$ cat config.mk
export PLATFORM = sky130hd
export DESIGN_NAME = pwm_timebase_flat
export DESIGN_NICKNAME = d
export VERILOG_FILES = /design/src/rtl/pwm_pkg.sv /design/src/rtl/pwm_timebase_if.sv /design/src/rtl/pwm_updown_cnt.sv /design/src/rtl/pwm_timebase.sv /design/src/flat_wrapper.sv
export SDC_FILE = /design/constraint.sdc
export NUM_CORES = 1
export LEC_CHECK = 0
export BUFFER_PORTS_ARGS = -buffer_cell sky130_fd_sc_hd__buf_4
export CAP_MARGIN = 5
export CORE_AREA = 10 10 206 208
export DETAILED_ROUTE_END_ITERATION = 12
export DIE_AREA = 0 0 216 218
export GPL_TIMING_DRIVEN = 0
export HOLD_SLACK_MARGIN = 0.08
export PLACE_DENSITY = 0.57
export REMOVE_ABC_BUFFERS = 1
export SKIP_CTS_REPAIR_TIMING = 1
export SYNTH_ARGS = -nofsm -noshare
export SYNTH_HDL_FRONTEND = slang
export SYNTH_SLANG_ARGS = --single-unit
$ cat constraint.sdc
create_clock -name clk -period 3.8 [get_ports clk]
set_clock_uncertainty 0.05 [all_clocks]
set_input_delay 0.38 -clock clk [delete_from_list [all_inputs] [get_ports clk]]
set_output_delay 0.38 -clock clk [all_outputs]
set_load 0.02 [all_outputs]
$ cat src/rtl/pwm_pkg.sv
// pwm_pkg: timebase state encoding and compare-set type shared with the PWM channels
package pwm_pkg;
  localparam int PWM_W = 16;
  localparam int PER_MIN = 2;
  typedef enum logic [1:0] {IDLE = 2'd0, RUN = 2'd1, STOP = 2'd2, FAULT = 2'd3} state_t;
  typedef struct packed {
    logic [PWM_W-1:0] period;
    logic [PWM_W-1:0] comp1_a, comp1_b, comp1_c;
    logic [PWM_W-1:0] comp2_a, comp2_b, comp2_c;
  } comp_set_t;
endpackage

$ cat src/rtl/pwm_timebase_if.sv
// pwm_timebase_if: compare-set valid/ready handshake from the FOC core to the timebase
interface pwm_timebase_if #(parameter int PWM_WIDTH = pwm_pkg::PWM_W);
  logic cfg_valid, cfg_ready;
  logic [PWM_WIDTH-1:0] cfg_period;
  logic [PWM_WIDTH-1:0] cfg_comp1_a, cfg_comp1_b, cfg_comp1_c;
  logic [PWM_WIDTH-1:0] cfg_comp2_a, cfg_comp2_b, cfg_comp2_c;
  modport master (
    output cfg_valid, cfg_period, cfg_comp1_a, cfg_comp1_b, cfg_comp1_c,
    output cfg_comp2_a, cfg_comp2_b, cfg_comp2_c,
    input  cfg_ready
  );
  modport slave (
    input  cfg_valid, cfg_period, cfg_comp1_a, cfg_comp1_b, cfg_comp1_c,
    input  cfg_comp2_a, cfg_comp2_b, cfg_comp2_c,
    output cfg_ready
  );
endinterface

$ cat src/rtl/pwm_updown_cnt.sv
// pwm_updown_cnt: centre-aligned up/down counter with peak/valley decode
module pwm_updown_cnt import pwm_pkg::*; #(
  parameter int PWM_WIDTH = PWM_W
) (
  input  logic                 clk,
  input  logic                 rstn,
  input  logic                 run,
  input  logic                 act,
  input  logic [PWM_WIDTH-1:0] per,
  output logic [PWM_WIDTH-1:0] cnt,
  output logic                 dir,
  output logic                 peak,
  output logic                 zero
);
  logic [PWM_WIDTH-1:0] per_eff;
  always_comb per_eff = (per < PWM_WIDTH'(PER_MIN)) ? PWM_WIDTH'(PER_MIN) : per;
  assign peak = act && cnt == per_eff;
  assign zero = act && cnt == '0;
  // dir is computed one step ahead so it already reads 1 at the peak and 0 at the valley
  always_ff @(posedge clk or negedge rstn)
    if (!rstn) begin
      cnt <= '0;
      dir <= 1'b0;
    end else if (!run) begin
      cnt <= '0;
      dir <= 1'b0;
    end else if (!dir) begin
      cnt <= cnt + PWM_WIDTH'(1);
      dir <= cnt + PWM_WIDTH'(1) >= per_eff;
    end else begin
      cnt <= cnt - PWM_WIDTH'(1);
      dir <= cnt > PWM_WIDTH'(1);
    end
endmodule

$ cat src/rtl/pwm_timebase.sv
// pwm_timebase: centre-aligned timebase, compare double-buffering and run/stop/fault sequencing
module pwm_timebase import pwm_pkg::*; #(
  parameter int PWM_WIDTH = PWM_W
) (
  input  logic                 clk,
  input  logic                 rstn,
  input  logic                 en,
  pwm_timebase_if.slave        cfg,
  input  logic                 fault_in,
  input  logic                 fault_clr,
  output logic [PWM_WIDTH-1:0] cnt,
  output logic [PWM_WIDTH-1:0] comp1_a,
  output logic [PWM_WIDTH-1:0] comp1_b,
  output logic [PWM_WIDTH-1:0] comp1_c,
  output logic [PWM_WIDTH-1:0] comp2_a,
  output logic [PWM_WIDTH-1:0] comp2_b,
  output logic [PWM_WIDTH-1:0] comp2_c,
  output logic                 brake,
  output logic                 dir,
  output logic                 zero_pulse,
  output logic                 peak_pulse,
  output logic                 update_done,
  output logic                 fault_active
);
  state_t state, nxt;
  logic [1:0] fsync;
  logic fault_s, full, act, go, upd;
  logic [6:0][PWM_WIDTH-1:0] pend, shad;
  assign fault_s = fsync[1];
  assign act = state == RUN || state == STOP;
  always_comb
    nxt = fault_s ? FAULT :
          state == IDLE ? (en ? RUN : IDLE) :
          state == RUN  ? (en ? RUN : STOP) :
          state == STOP ? (en ? RUN : (zero_pulse ? IDLE : STOP)) :
          (fault_clr ? IDLE : FAULT);
  assign go = nxt == RUN || nxt == STOP;
  // a pending set lands at every valley, or straight away when leaving IDLE
  assign upd = full && !fault_s && (act ? zero_pulse : (state == IDLE && en));
  assign cfg.cfg_ready = !full;
  assign {comp2_c, comp2_b, comp2_a, comp1_c, comp1_b, comp1_a} = shad[6:1];
  pwm_updown_cnt #(.PWM_WIDTH(PWM_WIDTH)) u_cnt (
    .clk  (clk),
    .rstn (rstn),
    .run  (act && go),
    .act  (act),
    .per  (shad[0]),
    .cnt  (cnt),
    .dir  (dir),
    .peak (peak_pulse),
    .zero (zero_pulse)
  );
  always_ff @(posedge clk or negedge rstn)
    if (!rstn) begin
      fsync        <= '0;
      state        <= IDLE;
      brake        <= 1'b1;
      fault_active <= 1'b0;
      update_done  <= 1'b0;
      full         <= 1'b0;
      pend         <= '0;
      shad         <= '0;
    end else begin
      fsync        <= {fsync[0], fault_in};
      state        <= nxt;
      brake        <= !go;
      fault_active <= nxt == FAULT;
      update_done  <= upd;
      if (cfg.cfg_valid && !full) begin
        pend <= {cfg.cfg_comp2_c, cfg.cfg_comp2_b, cfg.cfg_comp2_a,
                 cfg.cfg_comp1_c, cfg.cfg_comp1_b, cfg.cfg_comp1_a, cfg.cfg_period};
        full <= 1'b1;
      end else if (upd) full <= 1'b0;
      if (upd) shad <= pend;
    end
endmodule

$ cat src/flat_wrapper.sv
// flat-port wrapper written by rule: the top's interface ports become plain ports
module pwm_timebase_flat import pwm_pkg::*;
#(
  parameter int PWM_WIDTH = PWM_W
)
  (clk, rstn, en, fault_in, fault_clr, cnt, comp1_a, comp1_b, comp1_c, comp2_a, comp2_b, comp2_c, brake, dir, zero_pulse, peak_pulse, update_done, fault_active, cfg_cfg_valid, cfg_cfg_period, cfg_cfg_comp1_a, cfg_cfg_comp1_b, cfg_cfg_comp1_c, cfg_cfg_comp2_a, cfg_cfg_comp2_b, cfg_cfg_comp2_c, cfg_cfg_ready);
  pwm_timebase_if #(.PWM_WIDTH(PWM_WIDTH)) cfg_i ();
  input  logic clk;
  input  logic rstn;
  input  logic en;
  input  logic fault_in;
  input  logic fault_clr;
  output logic [PWM_WIDTH-1:0] cnt;
  output logic [PWM_WIDTH-1:0] comp1_a;
  output logic [PWM_WIDTH-1:0] comp1_b;
  output logic [PWM_WIDTH-1:0] comp1_c;
  output logic [PWM_WIDTH-1:0] comp2_a;
  output logic [PWM_WIDTH-1:0] comp2_b;
  output logic [PWM_WIDTH-1:0] comp2_c;
  output logic brake;
  output logic dir;
  output logic zero_pulse;
  output logic peak_pulse;
  output logic update_done;
  output logic fault_active;
  input wire logic [$bits(cfg_i.cfg_valid)-1:0] cfg_cfg_valid;
  input wire logic [$bits(cfg_i.cfg_period)-1:0] cfg_cfg_period;
  input wire logic [$bits(cfg_i.cfg_comp1_a)-1:0] cfg_cfg_comp1_a;
  input wire logic [$bits(cfg_i.cfg_comp1_b)-1:0] cfg_cfg_comp1_b;
  input wire logic [$bits(cfg_i.cfg_comp1_c)-1:0] cfg_cfg_comp1_c;
  input wire logic [$bits(cfg_i.cfg_comp2_a)-1:0] cfg_cfg_comp2_a;
  input wire logic [$bits(cfg_i.cfg_comp2_b)-1:0] cfg_cfg_comp2_b;
  input wire logic [$bits(cfg_i.cfg_comp2_c)-1:0] cfg_cfg_comp2_c;
  output wire logic [$bits(cfg_i.cfg_ready)-1:0] cfg_cfg_ready;
  assign cfg_i.cfg_valid = cfg_cfg_valid;
  assign cfg_i.cfg_period = cfg_cfg_period;
  assign cfg_i.cfg_comp1_a = cfg_cfg_comp1_a;
  assign cfg_i.cfg_comp1_b = cfg_cfg_comp1_b;
  assign cfg_i.cfg_comp1_c = cfg_cfg_comp1_c;
  assign cfg_i.cfg_comp2_a = cfg_cfg_comp2_a;
  assign cfg_i.cfg_comp2_b = cfg_cfg_comp2_b;
  assign cfg_i.cfg_comp2_c = cfg_cfg_comp2_c;
  assign cfg_cfg_ready = cfg_i.cfg_ready;
  pwm_timebase #(.PWM_WIDTH(PWM_WIDTH)) u_core (.clk(clk), .rstn(rstn), .en(en), .cfg(cfg_i), .fault_in(fault_in), .fault_clr(fault_clr), .cnt(cnt), .comp1_a(comp1_a), .comp1_b(comp1_b), .comp1_c(comp1_c), .comp2_a(comp2_a), .comp2_b(comp2_b), .comp2_c(comp2_c), .brake(brake), .dir(dir), .zero_pulse(zero_pulse), .peak_pulse(peak_pulse), .update_done(update_done), .fault_active(fault_active));
endmodule
==> results of run 1 <==
[worst max-delay path, cell delays in order, from the launching register on]
cell	delay [ns]
dfrtp_1	0.35
inv_1	0.06
ha_1	0.51
nor4bb_1	0.41
nand4_2	0.22
a211oi_4	0.66
buf_8	0.28
buf_16	0.17
buf_8	0.18
mux2_2	0.35
[metal layers]
layer | part of all wire, % | global-route usage (%) | vias to the layer above
li1 | - | - | 3403
met1 | 42 | 13.0 | 3636
met2 | 48 | 18.0 | 175
met3 | 8.2 | 5.45 | 37
met4 | 1.8 | 2.49 | 2
met5 | 0.047 | 0 | -
[cell type report]
class | instances | area, µm²
diodes | 1 | 2.50
clock buffers | 45 | 917
clock inverters | 11 | 170
fillers | 3676 | 22900
inverters | 24 | 90.1
multi-input cells | 439 | 4100
flip-flops and latches | 249 | 6230
well taps | 518 | 648
repair buffers | 366 | 3230
[synthesized netlist by cell type (8+ instances only)]
cell type / number / area (µm²)
and3_1: 8 / 50.1
buf_4: 99 / 743
clkbuf_1: 27 / 101
dfrtp_1: 248 / 6210
ha_1: 23 / 288
inv_1: 24 / 90.1
mux2_1: 60 / 676
mux2_2: 169 / 1900
nand2_1: 19 / 71.3
nand3_1: 11 / 55.1
nand4_1: 10 / 62.6
nor2_1: 22 / 82.6
nor3_1: 9 / 45.0
nor4_1: 9 / 56.3
o21ai_0: 8 / 40.0
xnor2_1: 21 / 184
xor2_1: 14 / 123
[power by group through the flow]
| stage | registers (mW) | clock network, mW | logic, mW |
|---|---|---|---|
| final | 4.58 | 3.08 | 4.06 |
| after detailed placement | 4.64 | 0 | 4.04 |
| after CTS | 4.60 | 3.19 | 4.05 |
| after floorplan | 5.12 | 0 | 1.85 |
| after global routing | 4.77 | 3.31 | 4.40 |
| after global placement | 4.57 | 0 | 4.05 |
[final timing paths]
path                                      startpoint                       endpoint  slack (ns)
setup / recovery           u_core.state[0]$_DFF_PN0_  u_core.comp1_b[6]$_DFFE_PN0P_        0.41
hold / removal                             fault_clr      u_core.state[0]$_DFF_PN0_        0.12
setup reg to reg           u_core.state[0]$_DFF_PN0_  u_core.comp1_b[6]$_DFFE_PN0P_        0.41
hold reg to reg            u_core.fsync[0]$_DFF_PN0_      u_core.fsync[1]$_DFF_PN0_        0.30
max in group asynchronous                       rstn   u_core.pend[101]$_DFFE_PN0P_        2.53
min in group asynchronous                       rstn    u_core.pend[40]$_DFFE_PN0P_        0.26
[state kept, by name, summed over array words and instances (netlist names)]
register / count
u_core.brake: 1
u_core.comp1_a: 16
u_core.comp1_b: 16
u_core.comp1_c: 16
u_core.comp2_a: 16
u_core.comp2_b: 16
u_core.comp2_c: 16
u_core.fault_active: 1
u_core.fsync: 2
u_core.full: 1
u_core.pend: 112
u_core.shad: 16
u_core.state: 2
u_core.u_cnt.cnt: 16
u_core.u_cnt.dir: 1
u_core.update_done: 1
[cells by family (layout without fill, tap and decap cells)]
| logic type | count (synthesis) | in the layout | share of synthesized area, % |
|---|---|---|---|
| other | 0 | 1 | 0 |
| buffers and inverters | 164 | 446 | 9.18 |
| adder cells (fa/ha/maj) | 23 | 23 | 2.53 |
| multiplexers | 231 | 231 | 22.9 |
| AO/OA/AOI/OAI | 34 | 34 | 1.96 |
| AND/OR/NAND/NOR | 116 | 116 | 5.90 |
| flip-flops | 249 | 249 | 54.9 |
| XOR/XNOR | 35 | 35 | 2.70 |
==> results.yml, run 1 <==
floorplan:
  initial_core_util_pct: 29.7
  die_area_um2: 47100
  ios: 237
  fp.dieW_um: 216
  core-area_um2: 38300
  rows: 72
  fp.dieH_um: 218
synth:
  avgSynthCellArea_um2: 13.3
  async_flop_share_pct: 100
  synth-warning-count: 0
  synth.distinct_cells: 48
  synthCells: 852
  yosysSeqAreaShare_pct: 54.9
  synth_edf_count: 0
  synth_area_um2: 11400
  ys_ff_latch: 249
  synthFlopType: "dfrtp_1"
clock_tree:
  cts-root-buf: "clkbuf_16"
  cts_tree: "done"
  h-tree-depth: 1
  ctsLongestPathBuffers: 3
  clkSlewWorstSetupHoldPaths_ns: 0.06
  cts_made_buffers: 30
  clkLatencyLatePin_ns: 0.57
  clock-sinks: 249
detailed_routing:
  drtAntennaViolNets: 0
  firstDrtPassIters: 4
  drtIter0Drc: 340
  vias: 7253
  wirelength_um: 27500
  route.detailed.drc: 0
  avgViaCountPerCell: 4.39
  wl_per_cell_um: 16.7
worst_hold_path:
  min_path_cells: 3
  min_path_type: "in2reg"
sta:
  fin_hold_ws_ns: 0.117
  fmax_mhz: 295
  drv_slew: 0
  fin_tns_setup_ns: 0
  setup_ws_ns: 0.406
  period_share_pct: 89.3
  worst_pin_slew_ns: 0.674
  final_hold_viol_count: 0
  rsz0062_at_grt: "no"
  setup_viol_count_final: 0
  max_slew_margin_pct: 54.9
  period_minus_slack_ns: 3.39
final_layout:
  layout_commonest_cell: "dfrtp_1"
  most-common-layout-cells: "dfrtp_1 (248), buf_4 (235), mux2_2 (169)"
  layout.cells.non_filler: 1653
  finalInstanceArea_um2: 15400
  utilization_pct: 40.2
  fin_nets: 1251
  drive_above_1_share_pct: 42.5
  area_delta_synth_final_pct: 35.5
placement:
  dp.cells: 1480
  port_buffers: 236
  dp_slack_ns: 0.334
  hpwl_um: 19500
  gp_congestion: 0.778
  place_area_um2: 13100
power_and_ir_drop:
  power.total_mw: 11.7
  p_int_mw: 8.00
  ir_drop_mv: 0.444
  seqPwrFrac_pct: 39.1
  power.density_nw_per_um2: 761
  p_leak_nw: 6.92
  combPwrFrac_pct: 34.6
  switching_share_pct: 31.7
  p_sw_mw: 3.71
  clkPwrFrac_pct: 26.2
setup_path:
  critPathCaptureType: "flop"
  path_max_fanout: 16
  worstPathArrival_ns: 3.79
  cp.required_ns: 4.20
  start_kind: "flop"
  r2r_cells: 9
  path_class: "reg2reg"
grt:
  grt_pass1_vias: 7290
  grtUsageTotal_pct: 11.1
  grt_max_degree: 110
  overflow: 0
  grt_pass1_wl_um: 42300
  antenna_found_initial: 2
status:
  outcome: "complete, no violations"
flow_run:
  max_cap_violations: 0
Note: power is estimated with default switching activity, not from simulation.
==> run 2: changes to the inputs <==
--- a/config.mk
+++ b/config.mk
@@ -5,14 +5,15 @@
 export SDC_FILE = /design/constraint.sdc
 export NUM_CORES = 1
 export LEC_CHECK = 0
+export ABC_AREA = 1
 export BUFFER_PORTS_ARGS = -buffer_cell sky130_fd_sc_hd__buf_4
 export CAP_MARGIN = 5
-export CORE_AREA = 10 10 206 208
+export CORE_AREA = 10 10 208 210
 export DETAILED_ROUTE_END_ITERATION = 12
-export DIE_AREA = 0 0 216 218
+export DIE_AREA = 0 0 218 220
 export GPL_TIMING_DRIVEN = 0
 export HOLD_SLACK_MARGIN = 0.08
-export PLACE_DENSITY = 0.57
+export PLACE_DENSITY = 0.56
 export REMOVE_ABC_BUFFERS = 1
 export SKIP_CTS_REPAIR_TIMING = 1
 export SYNTH_ARGS = -nofsm -noshare
==> run 2 against run 1 <==
Sequential cell count is the same. Global-route usage grew 1.0 points. Setup slack got worse by 0.047 ns. First-iteration DRC count increased by 19%. Combinational power down 2%. Clock power decreased by 9.7%. Synthesized area grew 1.6%. Core utilization shrank 1.4 points. Largest cell class unchanged. Largest power group unchanged.
==> results.yml, run 2 <==
placement:
  port_buffers: 236
  hpwl_um: 21300
  place_area_um2: 13200
  gp_congestion: 0.839
final_layout:
  largest_reg_flops: 112
  fin_nets: 1572
  most-common-layout-cells: "nand2_1 (422), dfrtp_1 (248), buf_4 (235)"
  drive_above_1_share_pct: 28.8
  regArea_um2: 6230
  antenna_cells: 0
  top_register: "u_core.pend"
  area_delta_synth_final_pct: 32.2
  finalInstanceArea_um2: 15300
  layout_commonest_cell: "nand2_1"
  nFillCells: 3886
  multi_input_area_um2: 4100
synth:
  yosysMostFrequentCell: "nand2_1"
  yosysTopAreaCell: "dfrtp_1"
  synth_common_cells: "nand2_1 (423), dfrtp_1 (248), mux2_2 (112)"
  synth.top_cell.area_share_pct: 53.8
  synthCells: 1184
  async_flop_share_pct: 100
  synth_edf_count: 0
  avgSynthCellArea_um2: 9.75
  synth-warning-count: 0
  yosysSeqAreaShare_pct: 54.0
  synthFlopType: "dfrtp_1"
  synth.distinct_cells: 38
  yosys-top-cells-area: "dfrtp_1 (54%), nand2_1 (14%), mux2_2 (11%)"
  ys_ff_latch: 249
  synth_area_um2: 11500
sta:
  drv_slew: 0
  fin_hold_ws_ns: 0.0916
  final_hold_viol_count: 0
  setup_viol_count_final: 0
  rsz0062_at_grt: "no"
  period_share_pct: 90.6
  worst_pin_slew_ns: 0.914
  fmax_mhz: 291
  max_slew_margin_pct: 39.0
  period_minus_slack_ns: 3.44
clock_tree:
  cts-root-buf: "clkbuf_16"
  clkSlewWorstSetupHoldPaths_ns: 0.06
  cts_tree: "done"
  clock-sinks: 249
  clkLatencyLatePin_ns: 0.57
  ctsLongestPathBuffers: 3
  cts_made_buffers: 29
  h-tree-depth: 1
flow_run:
  max_cap_violations: 0
setup_path:
  cp.required_ns: 4.26
  path_max_fanout: 74
  critPathCaptureType: "flop"
  cp_common_cell: "nand2_2"
  slowest_stage: "inv_4"
  path_cells: "inv_1 -> ha_1 -> nand2_2 -> nor2_4 -> inv_2 -> nor2_8 -> nand2_2 -> nand2_2 -> nand3_4 -> inv_4 -> buf_16 -> nand2_1 -> nand2_1"
  worstPathArrival_ns: 3.90
  slowest_delay_ns: 0.65
  path_class: "reg2reg"
  start_kind: "flop"
detailed_routing:
  drtAntennaViolNets: 0
  drtIter0Drc: 406
  wl_per_cell_um: 15.4
  vias: 8442
  avgViaCountPerCell: 4.27
  route.detailed.drc: 0
  firstDrtPassIters: 6
  wirelength_um: 30500
grt:
  grt_pass1_vias: 8463
  grtUsageTotal_pct: 12.1
  overflow: 0
  grt_max_degree: 114
  antenna_found_initial: 0
  grt_pass1_wl_um: 46900
power_and_ir_drop:
  ir_drop_mv: 0.476
  p_leak_nw: 7.71
  power.density_nw_per_um2: 735
floorplan:
  core-area_um2: 39300
  initial_core_util_pct: 29.4
  fp.dieW_um: 218
  fp.dieH_um: 220
  ios: 237
  rows: 73
  die_area_um2: 48000
status:
  outcome: "complete, no violations"
worst_hold_path:
  min_path_type: "in2reg"
## run 2: layer usage
layer	part of all wire [%]	global-route usage, %	up-vias
met2	47	19.5	200
li1	-	-	4153
met1	42	14.5	4047
met3	8.3	5.77	42
met4	2.2	2.80	0
met5	0	0	-
## run 2: critical path: cells and delay by family (launching register included)
| family | cells | cell delay, ns |
|---|---|---|
| fa+ha+maj | 1 | 0.20 |
| buf+inv | 4 | 1.24 |
| flops | 1 | 0.45 |
| simple gates | 8 | 1.29 |
## run 2: cell type report
class / instances / area share [%]
timing repair buffer: 358 / 20.3
clock inverter: 8 / 0.566
clock buffer: 46 / 5.70
multi-input combinational: 736 / 26.8
tap: 525 / 4.30
inverter: 57 / 1.43
sequential: 249 / 40.8
## run 2: kinds of logic after synthesis
family | after synthesis | synth area share, %
muxes | 112 | 10.9
adders and majority gates | 23 | 2.49
DFF | 249 | 54.0
buffers and inverters | 199 | 10.6
xor gates and xnor gates | 13 | 0.987
and+or+nand+nor | 541 | 18.8
AOI/OAI and AO/OA | 47 | 2.20
## run 2: worst paths after layout
path / start / to / slack, ns / cells after the start
max: u_core.u_cnt.cnt[1]$_DFF_PN0_ / u_core.comp2_c[2]$_DFFE_PN0P_ / 0.36 / 13
min: en / u_core.state[0]$_DFF_PN0_ / 0.09 / 3
max reg2reg: u_core.u_cnt.cnt[1]$_DFF_PN0_ / u_core.comp2_c[2]$_DFFE_PN0P_ / 0.36 / 13
min reg2reg: u_core.fsync[0]$_DFF_PN0_ / u_core.fsync[1]$_DFF_PN0_ / 0.30 / 0
max in group asynchronous: rstn / u_core.comp1_b[15]$_DFFE_PN0P_ / 2.52 / 3
min in group asynchronous: rstn / u_core.comp1_a[2]$_DFFE_PN0P_ / 0.23 / 2
## run 2: per-stage QoR
| stage | instances | TNS (ns) | power, mW | setup WS (ns) | utilization (%) |
|---|---|---|---|---|---|
| finish | 1979 | 0 | 11.2 | 0.359 | 38.9 |
| global route | 1979 | 0 | 12.0 | 0.0996 | 38.9 |
| CTS | 1864 | 0 | 11.3 | 0.297 | 35.9 |
| detailed placement | 1810 | 0 | 8.45 | 0.339 | 33.5 |
| global placement | 1803 | -376.14 | 8.39 | -2.02 | 33.0 |
| floorplan | 1042 | 0 | 6.80 | 0.316 | - |
## run 2: report_power, final
group          switching (mW)  internal, mW
sequential              0.653          3.83
combinational            2.13          1.82
clock                    1.14          1.64
==> run 3: changes to the inputs <==
--- a/config.mk
+++ b/config.mk
@@ -5,15 +5,13 @@
 export SDC_FILE = /design/constraint.sdc
 export NUM_CORES = 1
 export LEC_CHECK = 0
-export ABC_AREA = 1
 export BUFFER_PORTS_ARGS = -buffer_cell sky130_fd_sc_hd__buf_4
 export CAP_MARGIN = 5
-export CORE_AREA = 10 10 208 210
+export CORE_AREA = 10 10 206 208
 export DETAILED_ROUTE_END_ITERATION = 12
-export DIE_AREA = 0 0 218 220
-export GPL_TIMING_DRIVEN = 0
+export DIE_AREA = 0 0 216 218
 export HOLD_SLACK_MARGIN = 0.08
-export PLACE_DENSITY = 0.56
+export PLACE_DENSITY = 0.57
 export REMOVE_ABC_BUFFERS = 1
 export SKIP_CTS_REPAIR_TIMING = 1
 export SYNTH_ARGS = -nofsm -noshare
==> run 3 against run 2 <==
Setup slack gained 0.13 ns. Via count shrank 14%. Die area fell by 1.8%. Cell count decreased by 17%. Power increased by 1.6%. Sequential share of layout area is 0.35 points higher. Clock power rose by 3%. Non-clock buffer count up 3. Critical path type unchanged. Largest cell class unchanged.
==> results.yml, run 3 (same netlist as run 1, synthesis figures left out) <==
sta:
  worst_pin_slew_ns: 1.01
  final_hold_viol_count: 0
  drv_slew: 0
  period_minus_slack_ns: 3.31
  period_share_pct: 87.2
  setup_viol_count_final: 0
  rsz0062_at_grt: "no"
  fmax_mhz: 302
  fin_tns_setup_ns: 0
  max_slew_margin_pct: 32.7
detailed_routing:
  vias: 7239
  wirelength_um: 27400
  avgViaCountPerCell: 4.40
  drtAntennaViolNets: 0
  route.detailed.drc: 0
  drtIter0Drc: 394
  wl_per_cell_um: 16.6
  firstDrtPassIters: 5
setup_path:
  cp.required_ns: 4.22
  worstPathArrival_ns: 3.73
  path_class: "reg2reg"
  r2r_cells: 10
  critPathCaptureType: "flop"
  path_max_fanout: 16
  start_kind: "flop"
clock_tree:
  cts-root-buf: "clkbuf_16"
  clkSlewWorstSetupHoldPaths_ns: 0.05
  h-tree-depth: 1
  clock-sinks: 249
  cts_made_buffers: 30
  ctsLongestPathBuffers: 3
  cts_tree: "done"
  clkLatencyLatePin_ns: 0.57
worst_hold_path:
  min_path_type: "in2reg"
  min_path_cells: 3
grt:
  grtUsageTotal_pct: 11.1
  grt_pass1_vias: 7443
  overflow: 0
  antenna_found_initial: 2
  grt_max_degree: 135
  grt_pass1_wl_um: 42600
final_layout:
  top_register: "u_core.pend"
  area_delta_synth_final_pct: 33.2
  layout_commonest_cell: "dfrtp_1"
  finalInstanceArea_um2: 15100
  drive_above_1_share_pct: 41.8
  largest_reg_flops: 112
  most-common-layout-cells: "dfrtp_1 (248), buf_4 (241), mux2_2 (169)"
  fin_nets: 1246
floorplan:
  fp.dieW_um: 216
  die_area_um2: 47100
  ios: 237
  fp.dieH_um: 218
  initial_core_util_pct: 29.7
  rows: 72
  core-area_um2: 38300
power_and_ir_drop:
  power.total_mw: 11.4
  p_leak_nw: 6.81
  power.density_nw_per_um2: 753
  ir_drop_mv: 0.469
placement:
  place_area_um2: 13000
  port_buffers: 236
  gp_congestion: 0.823
  hpwl_um: 18600
flow_run:
  max_cap_violations: 0
status:
  outcome: "complete, no violations"
## run 3: changes by cell type in the layout (fill, tap and decap cells not counted), sizes merged, moves of 11 or more
cell / previous run / this run
nor2: 64 / 22
xnor2: 2 / 21
nand3: 29 / 11
inv: 57 / 24
nand2: 427 / 19
mux2: 112 / 229
o21ai: 20 / 8
nor4: 0 / 11
a21oi: 18 / 7
## run 3: report_power, final
part           switching [mW]  total (mW)  internal (mW)
sequential              0.684        4.59           3.91
combinational            1.86        3.95           2.08
clock                    1.12        2.86           1.74
## run 3: critical path: stages, from the launching register on
cell      delay, ns
dfrtp_1        0.36
inv_1          0.07
ha_1           0.46
nor4bb_1       0.37
nand4_2        0.19
nor3b_1        0.23
o31ai_1        0.12
ha_1           0.43
nand2_1        0.40
or2_2          0.41
mux2i_1        0.14
## run 3: worst paths after layout
check | startpoint | end | slack, ns
worst max-delay path | u_core.state[1]$_DFF_PN0_ | u_core.u_cnt.cnt[14]$_DFF_PN0_ | 0.49
min in group asynchronous | rstn | u_core.pend[29]$_DFFE_PN0P_ | 0.48
worst max register to register | u_core.state[1]$_DFF_PN0_ | u_core.u_cnt.cnt[14]$_DFF_PN0_ | 0.49
max in group asynchronous | rstn | u_core.u_cnt.cnt[13]$_DFF_PN0_ | 2.22
worst min-delay path | en | u_core.state[0]$_DFF_PN0_ | 0.09
worst min register to register | u_core.fsync[0]$_DFF_PN0_ | u_core.fsync[1]$_DFF_PN0_ | 0.30
## run 3: layout make-up
| cell class | instances | area [µm²] |
|---|---|---|
| inverters | 24 | 90.1 |
| clock buffers | 47 | 895 |
| repair buffers | 361 | 3060 |
| flip-flops and latches | 249 | 6230 |
| diodes | 1 | 2.50 |
| clock inverters | 8 | 105 |
| well taps | 518 | 648 |
| fillers | 3624 | 23200 |
| multi-input cells | 439 | 4100 |
## run 3: per-stage QoR
stage                     setup WS, ns  utilization, %  cells  hold WS [ns]
after floorplan                  -2.98               -    712        0.0344
after global placement           0.615            33.9   1476         0.286
after detailed placement         0.534            33.9   1476         0.285
after CTS                        0.492            36.5   1531        -0.147
after global routing             0.100            39.5   1646        0.0852
final                            0.486            39.5   1647        0.0932
## run 3: layer usage
layer	GRT usage (%)	wire length, µm
met5	0	13
met1	12.8	11300
met2	18.1	13300
met4	2.80	660
met3	5.37	2210
